File: src/rtl/funct_generator_lut_reader.sv
// rtl/funct_generator_lut_reader.sv - phase-accumulator LUT reader with 2-deep output buffer and valid/ready delivery
module funct_generator_lut_reader #(
  parameter int DATA_WIDTH  = 16,
  parameter int ADDR_WIDTH  = 8,
  parameter int PHASE_WIDTH = 16
) (
  input  logic                   clk,
  input  logic                   rst,
  input  logic                   en_i,
  input  logic                   clear_i,
  input  logic [PHASE_WIDTH-1:0] freq_step_i,
  output logic [ADDR_WIDTH-1:0]  read_addr_o,
  input  logic [DATA_WIDTH-1:0]  read_data_i,
  output logic [DATA_WIDTH-1:0]  sample_o,
  output logic                   sample_valid_o,
  input  logic                   sample_ready_i,
  output logic                   wrap_o,
  output logic                   busy_o
);

  typedef enum logic [1:0] {IDLE, RUN, DRAIN} state_t;

  state_t                 state;
  logic [PHASE_WIDTH-1:0] phase_q;
  logic [DATA_WIDTH-1:0]  out_q;
  logic [DATA_WIDTH-1:0]  skid_q;
  logic                   out_valid_q;
  logic                   skid_valid_q;
  logic                   pend_q;
  logic                   wrap_q;

  logic                   pop;
  logic [2:0]             load;
  logic                   issue;
  logic [PHASE_WIDTH:0]   phase_sum;

  logic [DATA_WIDTH-1:0]  out_n;
  logic [DATA_WIDTH-1:0]  skid_n;
  logic                   out_valid_n;
  logic                   skid_valid_n;

  assign pop       = out_valid_q & sample_ready_i;
  // Entries that will be held after this cycle's capture and pop; a new read fits only below 2.
  assign load      = {2'b00, out_valid_q} + {2'b00, skid_valid_q} + {2'b00, pend_q} - {2'b00, pop};
  assign issue     = en_i & ~clear_i & (load < 3'd2);
  assign phase_sum = {1'b0, phase_q} + {1'b0, freq_step_i};

  always_comb begin
    out_n        = out_q;
    skid_n       = skid_q;
    out_valid_n  = out_valid_q;
    skid_valid_n = skid_valid_q;
    if (pop) begin
      if (skid_valid_q) begin
        out_n        = skid_q;
        skid_valid_n = 1'b0;
      end else begin
        out_valid_n  = 1'b0;
      end
    end
    // Returning LUT data lands behind whatever is still held, keeping order.
    if (pend_q) begin
      if (!out_valid_n) begin
        out_n        = read_data_i;
        out_valid_n  = 1'b1;
      end else begin
        skid_n       = read_data_i;
        skid_valid_n = 1'b1;
      end
    end
  end

  always_ff @(posedge clk or posedge rst) begin
    if (rst) begin
      state        <= IDLE;
      phase_q      <= '0;
      out_q        <= '0;
      skid_q       <= '0;
      out_valid_q  <= 1'b0;
      skid_valid_q <= 1'b0;
      pend_q       <= 1'b0;
      wrap_q       <= 1'b0;
    end else if (clear_i) begin
      state        <= IDLE;
      phase_q      <= '0;
      out_valid_q  <= 1'b0;
      skid_valid_q <= 1'b0;
      pend_q       <= 1'b0;
      wrap_q       <= 1'b0;
    end else begin
      if (issue) begin
        phase_q <= phase_sum[PHASE_WIDTH-1:0];
      end
      pend_q       <= issue;
      wrap_q       <= issue & phase_sum[PHASE_WIDTH];
      out_q        <= out_n;
      skid_q       <= skid_n;
      out_valid_q  <= out_valid_n;
      skid_valid_q <= skid_valid_n;
      case (state)
        IDLE: begin
          if (en_i) state <= RUN;
        end
        RUN: begin
          if (!en_i) state <= (out_valid_n | skid_valid_n) ? DRAIN : IDLE;
        end
        DRAIN: begin
          if (en_i) state <= RUN;
          else if (!out_valid_n && !skid_valid_n) state <= IDLE;
        end
        default: state <= IDLE;
      endcase
    end
  end

  assign read_addr_o    = phase_q[PHASE_WIDTH-1 -: ADDR_WIDTH];
  assign sample_o       = out_q;
  assign sample_valid_o = out_valid_q;
  assign wrap_o         = wrap_q;
  assign busy_o         = (state != IDLE);

endmodule

File: config.mk
export PLATFORM = sky130hd
export DESIGN_NAME = funct_generator_lut_reader
export DESIGN_NICKNAME = d
export VERILOG_FILES = /design/src/rtl/funct_generator_lut_reader.sv
export SDC_FILE = /design/constraint.sdc
export NUM_CORES = 1
export LEC_CHECK = 0
export CORE_ASPECT_RATIO = 2
export CORE_MARGIN = 4
export CORE_UTILIZATION = 55
export CTS_CLUSTER_DIAMETER = 80
export DETAILED_ROUTE_END_ITERATION = 10
export PLACE_DENSITY = 0.85
export SLEW_MARGIN = 40
export SYNTH_ARGS = -nofsm -noshare
export SYNTH_HDL_FRONTEND = slang
export SYNTH_SLANG_ARGS = --single-unit
File: constraint.sdc
create_clock -name clk -period 4.9 [get_ports clk]
set_input_delay 0.98 -clock clk [delete_from_list [all_inputs] [get_ports clk]]
set_output_delay 0.98 -clock clk [all_outputs]
set_load 0.02 [all_outputs]
==> flow_summary.yaml <==
logic_synthesis:
  synth-xor-area-share: 0.0377
  synth_top_cell_by_area: "dfrtp_1"
  synth.area.mux_share: 0.0596
  synth_edf_count: 0
  syn_inst: 283
  synthArstFlopShare: 1.00
  synth_top_family_by_area: "compound AO/OA/AOI/OAI gates"
  synth_top_area_share: 0.447
  synth.avg_cell_area_um2: 10.7
  synth-compound-area-share: 0.209
  netlist_area_um2: 3020
  ys_seq_area_frac: 0.447
  synth_cell_type_count: 42
  yosys_warnings: 0
  synth-seq-cells: 54
  synth_flop_cell: "dfrtp_1"
  synth_fa_ha_area_frac: 0.0853
  synth_nets: 340
  ys_top_cells_by_area: "dfrtp_1 (45%), o22a_1 (9.3%), ha_1 (7.9%), mux2_2 (6.0%), nand3b_1 (3.7%)"
  synthSimpleGateAreaFrac: 0.108
pwr:
  seq_power_share: 0.413
  clockPowerShare: 0.210
  ir_worst_vdd_mv: 0.358
  p_sw_frac: 0.329
  p_sw_uw: 459
  p_per_area_nw_per_um2: 374
  pwr-share-comb: 0.377
  p_leak_uw: 0.00163
  internal_power_uw: 938
setup_path:
  crit_type: "in -> reg"
  reg2reg_depth: 11
  worstPathArrival_ps: 3500
  r2r_slack_ps: 2290
  cp_max_fo: 11
  timing.rr.start: "sample_valid_o"
  crit_path_end_kind: "flip-flop"
  reg2reg_to: "phase_q[1]"
  cp-startpoint: "sample_ready_i"
  startpoint_type: "primary input"
  required_ps: 5120
grt:
  grt_max_degree: 55
  grt_usage: 0.213
  grt_pass1_vias: 2547
  antenna_found_initial: 0
  overflow: 0
  grt_pass1_wl_um: 11400
clocking:
  holdBufCountCts: 0
  cts.path.max_buffers: 2
  clock_sinks: 54
  htree_num_levels: 2
  cts_inserted_buffers: 5
  cts-root-buf: "clkbuf_8"
  insertion_delay_ps: 300
  cts_resized: 0
  clk_pin_slew_ps: 90
  tritoncts: "built"
  cts_setup_buffers: 0
route:
  drtPass1Iterations: 4
  ant_nets: 0
  dr_total_vias: 2397
  wl_um: 6720
  vias_per_cell: 6.07
  route.detailed.drc: 0
  wl_per_cell_um: 17.0
  drtIter0Drc: 81
sta:
  worst_pin_slew_ps: 760
  fin_crit_ps: 3290
  maxSlewViolCount: 0
  finalHoldViolCount: 0
  clock.fmax_mhz: 304
  fin_skew_ps: 3.74
  relSlewSlack: 0.493
  finalCritPeriodShare: 0.671
  rsz0062_at_grt: "no"
  finalSetupViolations: 0
  tns_ps: 0
  worst_slack_ps: 1610
layout:
  drive_gt1_frac: 0.101
  syn_to_final_growth_pct: 23.9
  postLayoutCellArea_um2: 3740
  nets: 391
  antenna_cells: 0
placed_design:
  preCtsSetupSlack_ps: 1320
  place_area_um2: 3630
  io_buffers: 63
  routabilityCongestion: 0.892
  hpwl_um: 5110
run:
  cap_violations: 0
outcome:
  status: "completed"
hold_path:
  worstHoldPathType: "reg -> reg"
  hp-start: "state[0]"
  hold_depth: 1
  worstHoldEndpoint: "state[0]"
die:
  coreArea_um2: 5370
  fp.dieH_um: 113
  die_w_um: 60.4
  fp.dieArea_um2: 6820
  start_util: 0.562
  rows: 38
  io_pins: 64
## layer usage
layer / vias to the layer above / global-route usage / part of all wire
met3: 13 / 0.0263 / 0.032
met4: 0 / 0.0680 / 0.023
met2: 67 / 0.393 / 0.57
met1: 1183 / 0.243 / 0.38
met5: - / 0 / 0
li1: 1134 / - / -
## final cells by class
cell class	instances	area (µm²)
clock buffer	6	72.6
clock inverter	2	37.5
fill	422	1630
inverter	12	45.0
multi-input combinational	195	1510
sequential	54	1350
tap	60	75.1
timing repair buffer	66	653
## Yosys cell counts (5+ instances only)
cell type	n
o21ai_0	20
buf_4	8
a21oi_1	14
clkbuf_1	10
xor2_1	5
nand2_1	13
dfrtp_1	54
nor2_1	7
inv_1	11
xnor2_1	8
o22a_1	32
mux2_2	16
nand3b_1	15
ha_1	19
## worst max-delay path by stage
stage | endpoint | depth (start not counted)
6_report | phase_q[1] | 12
2_1_floorplan | phase_q[14] | 11
5_1_grt | phase_q[1] | 12
3_5_place_dp | phase_q[1] | 12
4_1_cts | phase_q[1] | 12
3_3_place_gp | phase_q[14] | 13
## registers in the layout (all words and copies together), names as in the netlist
register,flops
wrap_o,1
phase_q,16
pend_q,1
sample_valid_o,1
skid_q,16
state,2
skid_valid_q,1
sample_o,16
## layout by cell type (no fill, tap or decap), types with 2 or more instances in the layout
| master | synthesis | final |
|---|---|---|
| buf_4 | 8 | 3 |
| inv_2 | 1 | 2 |
| nor2_1 | 7 | 7 |
| xnor2_1 | 8 | 8 |
| o21bai_1 | 3 | 3 |
| a21o_1 | 3 | 3 |
| inv_1 | 11 | 10 |
| o22a_1 | 32 | 32 |
| nand3_1 | 4 | 4 |
| nand4_1 | 4 | 4 |
| a211oi_1 | 2 | 2 |
| a31oi_1 | 3 | 3 |
| nor3_1 | 2 | 2 |
| xor2_1 | 5 | 5 |
| a21oi_1 | 14 | 14 |
| o31ai_1 | 2 | 2 |
| mux2_2 | 16 | 16 |
| and3_1 | 2 | 2 |
| nand2b_1 | 3 | 3 |
| dfrtp_1 | 54 | 54 |
| clkdlybuf4s50_1 | 0 | 63 |
| o21ai_0 | 20 | 20 |
| ha_1 | 19 | 19 |
| a21oi_2 | 2 | 2 |
| a21boi_0 | 2 | 2 |
| nand3b_1 | 15 | 15 |
| nand2_1 | 13 | 13 |
| clkbuf_8 | 0 | 5 |
## worst max-delay path, stage by stage
cell             delay [ps]
clkdlybuf4s50_1         430
nand2_1                 110
inv_1                    70
ha_1                    270
inv_1                    40
ha_1                    270
a21oi_2                 150
xnor2_1                 120
or2_0                   440
inv_1                   200
or3_1                   340
o21ai_0                  80
## metrics by stage
step,total power [µW],util,cells,hold WS [ps]
after floorplan,931,-,283,430
after global placement,1100,0.676,387,450
after detailed placement,1110,0.676,387,460
after CTS,1410,0.697,395,476
after global routing,1480,0.697,395,504
final,1400,0.697,395,478
## kinds of logic after synthesis
group,count (synthesis)
DFF,54
buffers and inverters,34
and+or+nand+nor,57
xor gates and xnor gates,13
AOI/OAI and AO/OA,89
muxes,16
adders and majority gates,20
## power groups by stage
stage / clock [µW] / sequential (µW) / combinational, µW
5_1_grt: 319 / 587 / 577
4_1_cts: 301 / 577 / 529
2_1_floorplan: 0 / 613 / 318
6_report: 294 / 577 / 527
3_3_place_gp: 0 / 581 / 514
3_5_place_dp: 0 / 586 / 526
(Power assumes the default switching activity.)
